**config.mk**
```make
export PLATFORM = sky130hd
export DESIGN_NAME = motor_command_arbiter
export DESIGN_NICKNAME = d
export VERILOG_FILES = /design/src/rtl/motor_command_arbiter.sv
export SDC_FILE = /design/constraint.sdc
export NUM_CORES = 1
export LEC_CHECK = 0
export CORE_UTILIZATION = 29
export CTS_CLUSTER_SIZE = 24
export DETAILED_ROUTE_END_ITERATION = 7
export PLACE_DENSITY = 0.49
export SYNTH_ARGS = -nofsm -noshare
export SYNTH_HDL_FRONTEND = slang
export SYNTH_SLANG_ARGS = --single-unit
```
**constraint.sdc**
```tcl
create_clock -name clk_255kHz -period 17.97 [get_ports clk_255kHz]
set_clock_uncertainty 0.05 [all_clocks]
set_input_delay 3.594 -clock clk_255kHz [delete_from_list [all_inputs] [get_ports clk_255kHz]]
set_output_delay 3.594 -clock clk_255kHz [all_outputs]
set_load 0.01 [all_outputs]
```
**src/rtl/motor_command_arbiter.sv**
```systemverilog
// Motor command arbiter: picks host, RC or failsafe command source each cycle,
// mixes RC throttle/steer, and slew-limits the two PWM width outputs.
module motor_command_arbiter #(
   parameter int unsigned NEUTRAL      = 127,
   parameter int unsigned HOST_TIMEOUT = 51000,
   parameter int unsigned RAMP_DIV     = 255,
   parameter int unsigned RAMP_STEP    = 4,
   parameter int unsigned MODE_THRESH  = 192
) (
   input  logic       clk_255kHz,
   input  logic       reset,
   input  logic [7:0] host_left,
   input  logic [7:0] host_right,
   input  logic       host_strobe,
   input  logic [2:0] rc_valid,
   input  logic [7:0] rc_throttle,
   input  logic [7:0] rc_steer,
   input  logic [7:0] rc_mode,
   output logic [7:0] width_left,
   output logic [7:0] width_right,
   output logic [1:0] mode,
   output logic       at_target
);

   localparam int unsigned TW = $clog2(HOST_TIMEOUT + 1);
   localparam int unsigned PW = (RAMP_DIV > 1) ? $clog2(RAMP_DIV) : 1;

   localparam logic [TW-1:0] TIMEOUT_C   = TW'(HOST_TIMEOUT);
   localparam logic [PW-1:0] PRESC_MAX_C = PW'(RAMP_DIV - 1);
   localparam logic [7:0]    NEUTRAL_C   = 8'(NEUTRAL);
   localparam logic [7:0]    THRESH_C    = 8'(MODE_THRESH);
   localparam logic [8:0]    STEP_C      = 9'(RAMP_STEP);

   typedef enum logic [1:0] {
      ST_FAILSAFE = 2'b00,
      ST_HOST     = 2'b01,
      ST_RC       = 2'b10
   } state_t;

   state_t        r_state;
   logic [TW-1:0] r_timer;
   logic [PW-1:0] r_presc;
   logic [7:0]    r_host_left;
   logic [7:0]    r_host_right;
   logic [7:0]    r_width_left;
   logic [7:0]    r_width_right;

   logic              w_rc_override;
   logic              w_tick;
   logic signed [9:0] w_thr;
   logic signed [9:0] w_steer_off;
   logic signed [9:0] w_mix_left;
   logic signed [9:0] w_mix_right;
   logic [7:0]        w_target_left;
   logic [7:0]        w_target_right;

   function automatic logic [7:0] f_clamp(input logic signed [9:0] v);
      if (v < 10'sd0)
         return 8'd0;
      else if (v > 10'sd255)
         return 8'd255;
      else
         return v[7:0];
   endfunction

   // Move cur toward tgt by at most STEP_C; lands exactly on tgt when close enough.
   function automatic logic [7:0] f_ramp(input logic [7:0] cur, input logic [7:0] tgt);
      logic [8:0] diff;
      logic [8:0] nxt;
      if (tgt >= cur) begin
         diff = {1'b0, tgt} - {1'b0, cur};
         nxt  = (diff <= STEP_C) ? {1'b0, tgt} : ({1'b0, cur} + STEP_C);
      end else begin
         diff = {1'b0, cur} - {1'b0, tgt};
         nxt  = (diff <= STEP_C) ? {1'b0, tgt} : ({1'b0, cur} - STEP_C);
      end
      return nxt[7:0];
   endfunction

   assign w_rc_override = (rc_valid == 3'b111) && (rc_mode >= THRESH_C);
   assign w_tick        = (r_presc == PRESC_MAX_C);

   // Host watchdog: restarts on each strobe, saturates at the timeout value.
   always_ff @(posedge clk_255kHz or posedge reset) begin
      if (reset)
         r_timer <= TIMEOUT_C;
      else if (host_strobe)
         r_timer <= '0;
      else if (r_timer < TIMEOUT_C)
         r_timer <= r_timer + 1'b1;
   end

   // Latch host widths on every strobe, regardless of the current source.
   always_ff @(posedge clk_255kHz or posedge reset) begin
      if (reset) begin
         r_host_left  <= NEUTRAL_C;
         r_host_right <= NEUTRAL_C;
      end else if (host_strobe) begin
         r_host_left  <= host_left;
         r_host_right <= host_right;
      end
   end

   // Source selection: RC override beats a fresh host strobe, which beats a live host session.
   always_ff @(posedge clk_255kHz or posedge reset) begin
      if (reset)
         r_state <= ST_FAILSAFE;
      else if (w_rc_override)
         r_state <= ST_RC;
      else if (host_strobe)
         r_state <= ST_HOST;
      else if ((r_state == ST_HOST) && (r_timer < TIMEOUT_C))
         r_state <= ST_HOST;
      else
         r_state <= ST_FAILSAFE;
   end

   // Free-running ramp prescaler; mode changes do not realign it.
   always_ff @(posedge clk_255kHz or posedge reset) begin
      if (reset)
         r_presc <= '0;
      else if (w_tick)
         r_presc <= '0;
      else
         r_presc <= r_presc + 1'b1;
   end

   // Arcade mix of throttle and centred steer, evaluated in signed 10-bit.
   always_comb begin
      w_thr       = signed'({2'b00, rc_throttle});
      w_steer_off = signed'({2'b00, rc_steer}) - 10'sd128;
      w_mix_left  = w_thr + w_steer_off;
      w_mix_right = w_thr - w_steer_off;
   end

   // Per-source width targets, driven by the registered state.
   always_comb begin
      w_target_left  = NEUTRAL_C;
      w_target_right = NEUTRAL_C;
      case (r_state)
         ST_HOST: begin
            w_target_left  = r_host_left;
            w_target_right = r_host_right;
         end
         ST_RC: begin
            w_target_left  = f_clamp(w_mix_left);
            w_target_right = f_clamp(w_mix_right);
         end
         default: begin
            w_target_left  = NEUTRAL_C;
            w_target_right = NEUTRAL_C;
         end
      endcase
   end

   // Output widths: snap to neutral in failsafe, otherwise slew on ramp ticks only.
   always_ff @(posedge clk_255kHz or posedge reset) begin
      if (reset) begin
         r_width_left  <= NEUTRAL_C;
         r_width_right <= NEUTRAL_C;
      end else if (r_state == ST_FAILSAFE) begin
         r_width_left  <= NEUTRAL_C;
         r_width_right <= NEUTRAL_C;
      end else if (w_tick) begin
         r_width_left  <= f_ramp(r_width_left, w_target_left);
         r_width_right <= f_ramp(r_width_right, w_target_right);
      end
   end

   assign width_left  = r_width_left;
   assign width_right = r_width_right;
   assign mode        = r_state;
   assign at_target   = (r_width_left == w_target_left) && (r_width_right == w_target_right);

endmodule

```
; After elaboration in Yosys (flattened, before gate mapping)
; Index checks and enable logic that the tools add are counted.
[totals]
output_inout_bits = 19
latchBits = 0
ramBits = 0
in_bits = 46
elab_cells = 66
rom_bits = 0
mem_count = 0
regBits = 58
[op_classes]
n_reduce_logical = 6
shifts = 0
n_mul = 0
n_addsub = 13
order_cmp = 12
div = 0
n_mux = 22
n_bitwise = 0
eq_ne = 6
[op_table]
columns = cell, count
row1 = 8-bit 2-to-1 mux, 15
row2 = "9-bit by 3-bit less-or-equal comparator with 1-bit output, second input constant", 4
row3 = 8-bit by 8-bit subtractor with 9-bit output, 4
row4 = 16-bit 2-to-1 mux, 2
row5 = 8-bit case mux with 2 select lines, 2
row6 = "10-bit by 9-bit greater-than comparator with 1-bit output, second input constant", 2
row7 = "10-bit by 1-bit less-than comparator with 1-bit output, second input constant", 2
row8 = "16-bit by 1-bit adder with 16-bit output, second input constant", 1
row9 = "8-bit by 3-bit adder with 8-bit output, second input constant", 2
row10 = 8-bit == test, 2
row11 = 8-bit greater-or-equal comparator, 2
row12 = "16-bit less-than comparator, second input constant", 1
row13 = "8-bit by 3-bit subtractor with 8-bit output, second input constant", 2
row14 = 9-bit by 9-bit adder with 10-bit output, 1
row15 = 9-bit by 9-bit subtractor with 10-bit output, 1
row16 = "8-bit by 8-bit subtractor with 9-bit output, second input constant", 1
row17 = "8-bit by 1-bit adder with 8-bit output, second input constant", 1
row18 = "8-bit == test, second input constant", 1
row19 = "8-bit greater-or-equal comparator, second input constant", 1
row20 = 2-bit nonzero test, 2
row21 = "3-bit == test, second input constant", 1
row22 = 1-bit logical AND, 3
row23 = "2-bit by 1-bit == test with 1-bit output, second input constant", 1
row24 = "2-bit == test, second input constant", 1
row25 = 3 further kinds, 4

; Longest topological paths before layout
[logic_depth]
depth_word = 12
mapped_depth = 24
ltp_nobuf = 24

; Worst setup path before layout
; Ideal clock, no wire load.
[synth_path]
path_type = input-to-output
from = input rc_steer[7]
to = output at_target
path_buffers = 2
path_slack_ns = 7.241
path_stages = 15
required_ns = 14.326
arrival_ns = 7.085
cell_sequence = clkbuf_1 -> clkinv_1 -> ha_1 -> inv_1 -> a2111oi_0 -> a21oi_1 -> and2_1 -> mux2i_1 -> nand3b_1 -> a221o_1 -> ha_1 -> clkbuf_1 -> nand4_1 -> nor2_1 -> and3_1
[synth_via]
elab_chain_len = 8
elab_cells_between_ends = 16
cone_classes = 3 x add/sub / 4 x order compare / 2 x eq/ne / 6 x mux / 1 x reduce/logical
[synth_rtl]
columns = item, line
row1 = "start, declared", 17  ; input logic [7:0] rc_steer,
row2 = 8-bit by 8-bit subtractor with 9-bit output (*), 131  ; w_steer_off = signed'({2'b00, rc_steer}) - 10'sd128;
row3 = 9-bit by 9-bit adder with 10-bit output or 9-bit by 9-bit subtractor with 10-bit output (tied branches), "132, 133"
row4 = 10-bit by 9-bit greater-than comparator with 1-bit output, 60  ; else if (v > 10'sd255)
row5 = 8-bit 2-to-1 mux, 60
row6 = 8-bit 2-to-1 mux, 58  ; if (v < 10'sd0)
row7 = 8-bit case mux with 2 select lines, 140  ; case (r_state)
row8 = 8-bit == test, 173  ; assign at_target = (r_width_left == w_target_left) && (r_width_right == w_target_right);
row9 = 1-bit logical AND (*), 173
row10 = "end, declared", 22  ; output logic at_target
; Mark *: on every way between the ends. The rest lies on a longest branch, timed or not.

; Worst setup path in the final report
; Ends and elaborated chain as after synthesis.

==> flow_summary.json <==
{
  "synth_area_per_cell_sq_um": 8.07,
  "final.min_clock_period_ns": 12.75,
  "seq_area_sq_um": 1500,
  "drt_iter0_markers": 338,
  "timing.slew.headroom_pct": 33.5,
  "worstMarginPinSlew_ns": 0.994,
  "synth.distinct_cells": 75,
  "max_clock_freq_mhz": 78.4,
  "syn2layout_area_growth_pct": 18.9,
  "post_drt_wl_per_cell_um": 15.6,
  "antennaDiodeCount": 0,
  "post_cts_buffers": 0,
  "routed_wirelength_mm": 16.7,
  "multi_input_area_sq_um": 4140,
  "layout-drive-gt1-share_pct": 11.9,
  "numCtsBuffers": 9,
  "crit_fanout": 11,
  "critPathRequiredTime_ns": 14.33,
  "rsz0062_at_grt": "false",
  "power_density_nw_per_um2": 109,
  "num_vias": 5520,
  "synth_area_sq_um": 6000,
  "core_sq_um": 20200,
  "dpl.hpwl_mm": 12.9,
  "vias_per_cell": 5.18,
  "p_leak_nw": 3.03,
  "antenna_found_initial": 0,
  "cts_resized": 0,
  "min_period_over_period_pct": 71.0,
  "hold_viol_final": 0,
  "hold_buffers": 0,
  "num_rows": 52,
  "endpoint_kind": "output port",
  "cts_tree": "yes",
  "crit_type": "in2out",
  "fin_area_sq_um": 7130,
  "ys.flop_type": "dfstp_2",
  "cts.clk_slew.worst_paths_ns": 0.06,
  "nets": 897,
  "setup_ws_ns": 5.22,
  "hold_ws_ns": 0.449,
  "hold_class": "reg2reg",
  "final_common_cell": "nor2_1",
  "grt_max_degree": 59,
  "port_buffers": 58,
  "grt_pass1_wl_mm": 27.3,
  "overflow": 0,
  "setup_viol": 0,
  "yosysSeqAreaShare_pct": 24.9,
  "die-area_sq_um": 21300,
  "synth_top_area_cell": "dfstp_2",
  "critPathArrivalTime_ns": 9.11,
  "ioPinCount": 65,
  "fp.dieW_um": 146,
  "start_kind": "primary input",
  "yosysWarnings": 0,
  "final_max_slew_viol_count": 0,
  "die_y_um": 146,
  "synth.net_count": 850,
  "synthArstFlopShare_pct": 100,
  "syn_inst": 743,
  "drc": 0,
  "fillCellCount": 2147,
  "yosys.area.top_type_share_pct": 15.8,
  "ys_seq_elements": 58,
  "track_usage_pct": 15.9,
  "cts_num_sinks": 58,
  "tns_ns": 0,
  "clock_path_buffers": 2,
  "start_util_pct": 29.6,
  "grt_pass1_vias": 5150,
  "cts_root_buf": "clkbuf_16",
  "peakVddDrop_v": 0.0000462,
  "mostFrequentLayoutCells": "nor2_1 (69), inv_1 (67), nand2_1 (64)",
  "drtAntennaViolNets": 0,
  "clock_latency_ns": 0.33,
  "place_worst_setup_slack_ns": 5.23,
  "place.gp.congestion": 0.840,
  "drv_cap": 0,
  "placed_area_sq_um": 6840,
  "drtPass1Iterations": 5,
  "synth_area_leaders": "dfstp_2 (16%), ha_1 (12%), dfrtp_1 (9.2%)",
  "htree_levels": 3,
  "finalPower_uw": 774,
  "status": "complete, no violations",
  "synth-edff-count": 0
}
[per-layer routing]
| layer | vias to the layer above | wire, um | GRT usage (%) |
|---|---|---|---|
| li1 | 2753 | - | - |
| met1 | 2649 | 8360 | 22.9 |
| met2 | 103 | 7450 | 24.7 |
| met3 | 15 | 655 | 2.32 |
| met4 | 0 | 197 | 3.63 |
| met5 | - | 0 | 0 |
[sequential cells by signal, indices dropped and copies added (netlist names)]
name          cells
r_presc           8
r_host_right      8
width_right       8
width_left        8
r_timer          16
mode              2
r_host_left       8
[Yosys cell counts, types with 12 or more instances]
| library cell | n |
|---|---|
| a31oi_1 | 12 |
| ha_1 | 59 |
| dfstp_2 | 36 |
| o211ai_1 | 15 |
| mux2_2 | 18 |
| nand3_1 | 23 |
| nor3_1 | 22 |
| inv_1 | 68 |
| o21a_1 | 13 |
| nor2_1 | 69 |
| dfrtp_1 | 22 |
| o21ai_0 | 31 |
| xnor2_1 | 23 |
| a21oi_1 | 43 |
| xor2_1 | 14 |
| clkbuf_1 | 23 |
| nand2_1 | 64 |
[metrics by stage]
step / std cells / utilization, %
finish: 1065 / 35.2
global route: 1065 / 35.2
CTS: 1065 / 35.2
detailed placement: 1049 / 33.8
global placement: 1049 / 33.8
floorplan: 743 / -
[power by group]
group	leakage [nW]	internal, mW	switching, mW
registers	0.656	0.156	0.0227
logic	2.23	0.186	0.242
clock network	0.146	0.106	0.0619
total	3.03	0.448	0.327
[kinds of logic after synthesis]
kind of cell	Yosys count	share of synthesized area, %
simple gates	253	20.8
buf+inv	96	6.05
mux	29	5.24
compound gates	209	24.6
xor+xnor	37	5.40
fa+ha+maj	61	13.0
flops	58	24.9
[worst max-delay path, cell delays in order]
cell,delay [ns]
clkdlybuf4s50_1,0.72
clkinv_1,0.41
ha_1,0.46
nor2_1,0.08
a31oi_4,0.27
nand2_1,0.09
o21ai_0,0.57
nor2_1,0.13
o211ai_1,0.56
ha_1,0.43
and2_0,0.37
nand3_1,0.19
nor3_1,0.45
and3_1,0.25
clkdlybuf4s50_1,0.53
[final timing paths]
check	from	end	slack (ns)	cells past startpoint
max	rc_steer[7]	at_target	5.22	15
min	r_timer[5]	r_timer[5]	0.45	2
max reg2reg	mode[1]	width_left[3]	12.95	19
min reg2reg	r_timer[5]	r_timer[5]	0.45	2
max in group asynchronous	reset	width_right[7]	13.61	3
min in group asynchronous	reset	r_timer[6]	3.75	3
[area by class of cell]
cell class              instances  share of cell area (%)
clock buffers                  10                    3.21
clock inverters                 6                   0.825
inverters                      71                    3.74
multi-input cells             589                    58.0
flip-flops and latches         58                    21.0
well taps                     270                    4.74
repair buffers                 61                    8.46
Note: power is estimated with default switching activity, not from simulation.
